[src/rtl/multi_db_fsm.sv]
// Multi-channel switch/button debouncer with a shared sample-tick prescaler.
// Optional long-press detection is enabled by defining DB_LONG_PRESS_EN.
module multi_db_fsm #(
    parameter int NCH          = 4,
    parameter int TICK_BITS    = 19,
    parameter int STABLE_TICKS = 3,
    parameter int LONG_TICKS   = 100
) (
    input  logic           clk,
    input  logic           reset,
    input  logic [NCH-1:0] sw,
    output logic [NCH-1:0] db,
    output logic [NCH-1:0] rise,
    output logic [NCH-1:0] fall,
    output logic [NCH-1:0] long_press,
    output logic           tick
);

    localparam int CNT_W = $clog2(STABLE_TICKS) + 1;
    localparam logic [CNT_W-1:0] CNT_LAST = CNT_W'(STABLE_TICKS - 1);

    // Encoding puts the debounced level in state[1], so db comes straight off a flop.
    typedef enum logic [1:0] {
        ZERO  = 2'b00,
        WAIT1 = 2'b01,
        ONE   = 2'b10,
        WAIT0 = 2'b11
    } state_t;

    logic [TICK_BITS-1:0] q;
    logic [NCH-1:0]       sync1;
    logic [NCH-1:0]       sw_s;

    // NOTE: sequential state uses non-blocking (<=) so every flop samples pre-edge values.
    always_ff @(posedge clk or posedge reset) begin
        if (reset) begin
            q <= '0;
        end else begin
            q <= q + TICK_BITS'(1);
        end
    end

    assign tick = (q == '0);

    always_ff @(posedge clk or posedge reset) begin
        if (reset) begin
            sync1 <= '0;
            sw_s  <= '0;
        end else begin
            sync1 <= sw;
            sw_s  <= sync1;
        end
    end

    for (genvar i = 0; i < NCH; i++) begin : g_ch
        state_t           state;
        state_t           state_nx;
        logic [CNT_W-1:0] cnt;
        logic [CNT_W-1:0] cnt_nx;
        logic             rise_r;
        logic             fall_r;
        logic             high_now;
        logic             high_nx;

        always_ff @(posedge clk or posedge reset) begin
            if (reset) begin
                state  <= ZERO;
                cnt    <= '0;
                rise_r <= 1'b0;
                fall_r <= 1'b0;
            end else begin
                state  <= state_nx;
                cnt    <= cnt_nx;
                rise_r <= high_nx & ~high_now;
                fall_r <= high_now & ~high_nx;
            end
        end

        // NOTE: every always_comb output gets a default first, so no path can infer a latch.
        always_comb begin
            state_nx = state;
            cnt_nx   = cnt;
            unique case (state)
                ZERO: begin
                    if (sw_s[i]) begin
                        state_nx = WAIT1;
                        cnt_nx   = '0;
                    end
                end
                WAIT1: begin
                    if (!sw_s[i]) begin
                        state_nx = ZERO;
                    end else if (tick && cnt == CNT_LAST) begin
                        state_nx = ONE;
                    end else if (tick) begin
                        cnt_nx = cnt + CNT_W'(1);
                    end
                end
                ONE: begin
                    if (!sw_s[i]) begin
                        state_nx = WAIT0;
                        cnt_nx   = '0;
                    end
                end
                WAIT0: begin
                    if (sw_s[i]) begin
                        state_nx = ONE;
                    end else if (tick && cnt == CNT_LAST) begin
                        state_nx = ZERO;
                    end else if (tick) begin
                        cnt_nx = cnt + CNT_W'(1);
                    end
                end
                default: state_nx = ZERO;
            endcase
        end

        assign high_now = state[1];
        assign high_nx  = state_nx[1];
        assign db[i]    = high_now;
        assign rise[i]  = rise_r;
        assign fall[i]  = fall_r;

`ifdef DB_LONG_PRESS_EN
        localparam int LP_W = $clog2(LONG_TICKS + 1);
        localparam logic [LP_W-1:0] LP_LAST = LP_W'(LONG_TICKS - 1);

        logic [LP_W-1:0] lcnt;
        logic            fired;
        logic            lp_r;

        // The counter stops once fired, so it cannot wrap and fire again within one press.
        always_ff @(posedge clk or posedge reset) begin
            if (reset) begin
                lcnt  <= '0;
                fired <= 1'b0;
                lp_r  <= 1'b0;
            end else begin
                lp_r <= 1'b0;
                if (state_nx == ONE && state != ONE) begin
                    lcnt <= '0;
                end else if (tick && high_now && !fired) begin
                    lcnt <= lcnt + LP_W'(1);
                    if (lcnt == LP_LAST) begin
                        lp_r  <= 1'b1;
                        fired <= 1'b1;
                    end
                end
                if (state == ZERO) begin
                    fired <= 1'b0;
                end
            end
        end

        assign long_press[i] = lp_r;
`else
        assign long_press[i] = 1'b0;
`endif
    end

endmodule
[config.mk]
export PLATFORM = sky130hd
export DESIGN_NAME = multi_db_fsm
export DESIGN_NICKNAME = d
export VERILOG_FILES = /design/src/rtl/multi_db_fsm.sv
export SDC_FILE = /design/constraint.sdc
export NUM_CORES = 1
export LEC_CHECK = 0
export BUFFER_PORTS_ARGS = -buffer_cell sky130_fd_sc_hd__buf_2
export CAP_MARGIN = 20
export CORE_MARGIN = 2
export CORE_UTILIZATION = 60
export CTS_CLUSTER_DIAMETER = 30
export DETAILED_ROUTE_END_ITERATION = 12
export PLACE_DENSITY_LB_ADDON = 0.1
export SLEW_MARGIN = 40
export SYNTH_ARGS = -nofsm -noshare
export SYNTH_HDL_FRONTEND = slang
export SYNTH_SLANG_ARGS = --single-unit
[constraint.sdc]
create_clock -name clk -period 3.5 [get_ports clk]
set_input_delay 0.875 -clock clk [delete_from_list [all_inputs] [get_ports clk]]
set_output_delay 0.875 -clock clk [all_outputs]
set_load 0.005 [all_outputs]
# Word-level counts from Yosys, hierarchy flattened
# Index checks and enable logic that the tools add are counted.
# op_classes
addsub	5
eq_ne	40
n_mux	56
n_bitwise	16
reduce_logical	17
# ops
op	count
$mux W3	24
$mux W2	24
$pmux W3 S4	4
$ne A2 B2 Y1 const B	16
$pmux W2 S4	4
$reduce_and A4 Y1	8
$ne A3 B3 Y1 const B	8
$add A19 B1 Y19 const B	1
$logic_not A19 Y1	1
$eq A2 B2 Y1 const B	8
$add A3 B1 Y3 const B	4
$eq A3 B2 Y1 const B	4
$and A1 B1 Y1	8
$eq A2 B1 Y1 const B	4
$logic_not A2 Y1	4
$not A1 Y1	8
$logic_and A1 B1 Y1	4
# word_totals
ff_bits	55
input_bits	6
output_inout_bits	17
word_cells	157

# Depth between registers and ports, before layout
# Gate-level depths: netlist (run 1).
# depth
word_depth	7
mapped_depth	8
depth_no_buf	7

# Least setup slack after synthesis (run 1)
# No wires, ideal clock.
# synth_timing
kind	flip-flop to output port
start	register q[15]
end	output tick
t_arrival_ps	1354
required_time_ps	2625
slack_ps	1271
path_stages_with_launch	4
path_buffers	1
cell_sequence	dfrtp_1 -> or4_4 -> nor3_2 -> buf_6
# synth_between
elab_chain_len	1
# synth_rtl
element	line_no	text
from (decl)	30	logic [TICK_BITS-1:0] q;
from (signal assigned)	39	q <= q + TICK_BITS'(1);
$logic_not A19 Y1	43	assign tick = (q == '0);
to (decl)	16	output logic tick
# No other way between the ends.

# Worst setup path in the final report (run 1)
# layout_timing
start	register q[0]
end	output tick
# Same word-level chain as after synthesis.

==> metrics, run 1 <==
hpwl dp=3061 um; # rows=23; crit path DAT=1.74 ns; vias in the first global route=1738; Num Clock Sinks=55; Worst Path Required=2.62 ns; top-count cell post-synth=dfrtp_1; post-route ant nets=0; area grow syn2layout=4.778%; Max Fanout on Critical Path=5; ANT cells=0; setup bufs post-CTS=0; clk buf depth=2; vias per inst=5.784; fillers=326; sequential-to-total area share from yosys stat=53.09%; final net count=252; Util after Layout=66.47%; Chip Height=69.73 um; Synth Warn #=0; Final setup violation count=0; core region area=4086 um^2; Layout Skew=0.009803 ns; Iteration-0 DRC Markers=62; top_reg_cell synth=dfrtp_1; status=complete, no violations; Worst-Margin Slew=0.6605 ns; largest cells by area after synthesis=dfrtp_1 53%, xnor2_1 5.7%, ha_1 4.8%; Slew headroom=55.97%; num ports=23; Yosys reg bits=55; Tcrit/Tclk final=74.68%; CP max stage cell=dfrtp_1; Worst-path clk slew=0.10 ns; Initial Util=63.44%; fmax=382.6 MHz; Leak=1.275 nW; met2 usage=34.62%; TritonRoute pass-1 iters=5; first-pass GRT wire length=7521 um; gpl congestion=0.7429; Post-synth EDFFs=0; layout cell share with drive strength beyond 1=17.30%; Setup TNS=0 ns; mean routed wirelength per cell=15.06 um; Yosys cell types=45; Avg Cell Area, Syn=11.47 um^2; Worst Setup End Kind=output pin; PD cells=372.5 nW/um^2; vias=1660; die area=4862 um^2; dpl cells=279; Cells after Synth=226; # DRC=0; CP peak stage delay=0.41 ns; min cycle time layout=2.614 ns; footprint of the multi-input gates=1060 um^2; top cells by count, synth=55 x dfrtp_1, 17 x xnor2_1, 16 x buf_4; Skew-Pair Late Insertion Delay=0.31 ns; class of the most critical setup path=flop to output pin; worst hold margin=0.3551 ns; Post-CTS Hold Buffers=0; Max-Cap Viols=0; synthesized area=2592 um^2; maximum VDD drop=0.1738 mV; Yosys top cell area share=53.09%; Max Slew Vio Count=0; die width=69.73 um; area leader, netlist=dfrtp_1; CTS root buf=clkbuf_8; PostCTS Resize Cnt=0; H-tree levels=2; grt peak-use layer=met2; # port buffers=18; Worst setup SP type=flop; register area=1376 um^2; cells along the critical path=inv_1 -> ha_1 -> nor4b_1 -> nand2_1 -> nor3_2 -> buf_2; met3 Track Usage GR=4.506%; largest net degree at the start of global routing=56; final hold violations=0; post-route insts no fill=287; CTS tree=built; grt ovf=0; Hold Crit Class=flop to flop; GRT met1 Usage=22.37%; Total GRT Usage=19.27%; initial antenna violation count=0; CTS Buf Count=5; setup repair after global routing missed its margin=false; asr flop ratio synth=100.0%; final WL=4323 um
==> power breakdown <==
part	switching [mW]	internal [mW]
clock	0.195	0.137
sequential	0.00816	0.642
combinational	0.0210	0.00792
total	0.225	0.787
==> final timing paths <==
| kind | depth (start not counted) | end | slack [ns] | from |
|---|---|---|---|---|
| hold / removal | 0 | sw_s[3]$_DFF_PP0_ | 0.36 | sync1[3]$_DFF_PP0_ |
| hold reg to reg | 0 | sw_s[3]$_DFF_PP0_ | 0.36 | sync1[3]$_DFF_PP0_ |
| setup reg to reg | 8 | g_ch[2].state[1]$_DFF_PP0_ | 1.41 | q[0]$_DFF_PP0_ |
| max in group asynchronous | 2 | q[14]$_DFF_PP0_ | 2.39 | reset |
| min in group asynchronous | 2 | sync1[2]$_DFF_PP0_ | 0.66 | reset |
| setup / recovery | 6 | tick | 0.89 | q[0]$_DFF_PP0_ |
==> per-layer routing <==
metal | vias to the layer above | wire length (um)
met4 | 0 | 84
met2 | 29 | 2162
li1 | 795 | -
met5 | - | 0
met1 | 827 | 1933
met3 | 9 | 143
==> layout by cell type (no fill, tap or decap), types with 2 or more instances in the layout <==
cell,netlist,routed
dfrtp_1,55,55
buf_2,1,18
xnor2_1,17,17
nand2_1,13,13
nand3_1,11,11
ha_1,10,10
o21ai_0,8,8
inv_1,9,8
nor3b_1,8,8
nor2_1,6,6
a21oi_1,6,6
xor2_1,5,5
clkbuf_8,0,5
nor2b_1,4,4
nand4_1,4,4
and3_1,4,4
a31oi_1,4,4
conb_1,1,4
nor4_1,3,3
nor4b_1,3,3
mux2_4,3,3
nor3_1,3,3
clkinv_2,0,3
o21bai_1,2,2
a21o_1,2,2
o21ai_1,2,2
or3_1,2,2
nand3_4,2,2
nand4b_1,2,2
o211ai_1,2,2
a211o_1,2,2
==> registers in the layout (all words and copies together), names as in the netlist <==
signal,count
g_ch.state,8
sync1,4
g_ch.fall_r,4
q,19
sw_s,4
g_ch.rise_r,4
g_ch.cnt,12
==> per-stage QoR <==
step	total power, mW	cell area [um^2]	setup WS, ns
after global placement	0.6891	2624	1.235
after floorplan	0.6846	2604	1.271
after global routing	1.053	2716	0.6941
after CTS	1.024	2710	0.8566
final	1.012	2716	0.8862
after detailed placement	0.6922	2626	1.205
==> critical path, delay by kind of cell, from the launching register on <==
family	cells	cell delay [ns]
flops	1	0.41
simple gates	3	0.64
fa+ha+maj	1	0.14
buf+inv	2	0.25
==> final cells by class <==
type | count | share of cell area (%)
Sequential cell | 55 | 50.67
Multi-Input combinational cell | 146 | 39.01
Tap cell | 50 | 2.303
Clock buffer | 5 | 2.533
Timing Repair Buffer | 19 | 3.593
Inverter | 9 | 1.336
Clock inverter | 3 | 0.5527
==> logic make-up after synthesis <==
family / share of synthesized area, %
AND/OR/NAND/NOR: 17.57
flip-flops: 53.09
AO/OA/AOI/OAI: 8.060
buffers and inverters: 6.708
XOR/XNOR: 7.432
adder cells (fa/ha/maj): 4.826
multiplexers: 2.172
other: 0.1446
Power figures use the tool's default switching activity.
==> inputs of run 2 (changes only) <==
ABC_AREA = 1   (was default)
CORE_UTILIZATION = 53   (was 60)
clock period = 2.3 ns   (was 3.5 ns; I/O delays follow)
==> metrics, run 2 <==
largest net degree at the start of global routing=56; Hold Crit Class=input pin to async pin; Max Slew Vio Count=0; status=complete, no violations; commonest non-fill, non-tap cell in the layout=nand2_1; number of flip-flops in the largest register=19; worst hold margin=0.2945 ns; CP max stage cell=dfrtp_1; # rows=26; total power=1.812 mW; Final setup violation count=0; TritonRoute pass-1 iters=4; Post-Place Setup Slack=0.4052 ns; post-route ant nets=0; grt ovf=0; Util after Layout=58.92%; layout cell share with drive strength beyond 1=18.90%; cells along the critical path=inv_1 -> ha_1 -> nand3_1 -> inv_1 -> nand3_4 -> inv_2 -> buf_2; fillers=474; area leader, netlist=dfrtp_1; top-count cell post-synth=nand2_1; die area=5916 um^2; Initial Util=55.17%; post-route insts no fill=398; Tcrit/Tclk final=95.01%; Worst setup SP type=flop; die width=76.92 um; initial antenna violation count=0; setup repair after global routing missed its margin=false; first-pass GRT wire length=7852 um; gpl congestion=0.7757; fmax=457.6 MHz; r2r worst-path depth=9; footprint of the multi-input gates=1149 um^2; H-tree levels=2; vias in the first global route=1815; top cells by count, synth=71 x nand2_1, 55 x dfrtp_1, 47 x inv_1; setup ws final=0.1147 ns; vias=1866; class of the most critical setup path=flop to output pin; Avg Cell Area, Syn=8.974 um^2; maximum VDD drop=0.3460 mV; vias per inst=4.688; largest cells by area after synthesis=dfrtp_1 49%, nand2_1 9.5%, inv_1 6.3%; asr flop ratio synth=100.0%; most frequent CP cell=inv_1; mean routed wirelength per cell=10.92 um; crit path DAT=1.61 ns; min cycle time layout=2.185 ns; Iteration-0 DRC Markers=70; CTS tree=built; hpwl dp=3107 um; Max-Cap Viols=0; register area=1376 um^2; Post-synth EDFFs=0; PD cells=602.3 nW/um^2; CTS root buf=clkbuf_8; ANT cells=0; Max Fanout on Critical Path=6; final hold violations=0; # port buffers=18; core region area=5107 um^2; Yosys top cell area share=48.85%; clk buf depth=2; synthesized area=2818 um^2; Total GRT Usage=16.31%; Worst Setup End Kind=output pin; top flop regs=q x19, g_ch.cnt x12, g_ch.state x8; final WL=4345 um; highest-count cells in the layout ignoring fill and taps=71 x nand2_1, 55 x dfrtp_1, 46 x inv_1; top_reg_cell synth=dfrtp_1; sequential-to-total area share from yosys stat=48.85%; final net count=343; Worst-path clk slew=0.09 ns; Synth Warn #=0; Setup TNS=0 ns; Yosys reg bits=55; Yosys cell types=27; Layout Skew=0.004179 ns; # DRC=0; Chip Height=76.92 um; dpl cells=390; Num Clock Sinks=55; Cells after Synth=314; Skew-Pair Late Insertion Delay=0.30 ns; CTS Buf Count=5; area grow syn2layout=6.794%; num ports=23; CP peak stage delay=0.44 ns; reg2reg end=g_ch[1].cnt[1]$_DFFE_PP0P_; placed inst area=2907 um^2; R2R setup slack=0.65 ns; r2r startpoint=q[0]$_DFF_PP0_; Post-CTS Hold Buffers=0; Top reg by flops=q; Finished Cell Area=3009 um^2; Leak=1.665 nW; Worst Path Required=1.73 ns
## run 2: critical path, delay by kind of cell (launching register included)
family | cells | cell delay [ns]
adders and majority gates | 1 | 0.16
buffers and inverters | 4 | 0.46
and+or+nand+nor | 2 | 0.24
DFF | 1 | 0.44
## run 2: where the power goes
part / leakage, nW / internal (mW) / switching [mW] / total [mW]
clock: 0.0484 / 0.247 / 0.305 / 0.552
sequential: 0.718 / 1.02 / 0.0442 / 1.06
combinational: 0.898 / 0.0800 / 0.117 / 0.197
## run 2: kinds of logic (layout without fill, tap and decap cells)
kind of cell	after synthesis	in the layout	synth area share [%]
adder cells (fa/ha/maj)	10	10	4.440
AO/OA/AOI/OAI	12	12	2.131
buffers and inverters	67	78	11.06
AND/OR/NAND/NOR	148	148	26.60
other	1	4	0.1331
XOR/XNOR	21	21	6.794
flip-flops	55	55	48.85
## run 2: worst max-delay path by stage
| stage | startpoint | to | depth (start not counted) |
|---|---|---|---|
| after floorplan | reset | g_ch[0].cnt[0]$_DFFE_PP0P_ | 1 |
| after global placement | q[0]$_DFF_PP0_ | tick | 7 |
| after detailed placement | q[0]$_DFF_PP0_ | tick | 7 |
| after CTS | q[0]$_DFF_PP0_ | tick | 7 |
| after global routing | q[0]$_DFF_PP0_ | tick | 7 |
| final | q[0]$_DFF_PP0_ | tick | 7 |
## run 2: layout make-up
cell class	instances	share of cell area [%]
Sequential cell	55	45.74
Multi-Input combinational cell	195	38.17
Inverter	51	6.362
Timing Repair Buffer	19	3.659
Tap cell	70	2.911
Clock buffer	7	2.869
Clock inverter	1	0.2911
## run 2: metal layers
| metal | global-route usage, % | vias up | routed length [um] |
|---|---|---|---|
| li1 | - | 971 | - |
| met2 | 26.32 | 27 | 1958 |
| met3 | 3.765 | 7 | 178 |
| met5 | 0 | - | 0 |
| met1 | 21.98 | 861 | 2138 |
| met4 | 4.909 | 0 | 70 |
## run 2: what timing repair did
item                       in CTS  in global routing
resized for setup               0                  1
buffers inserted                0                  0
setup endpoints to repair       0                  1
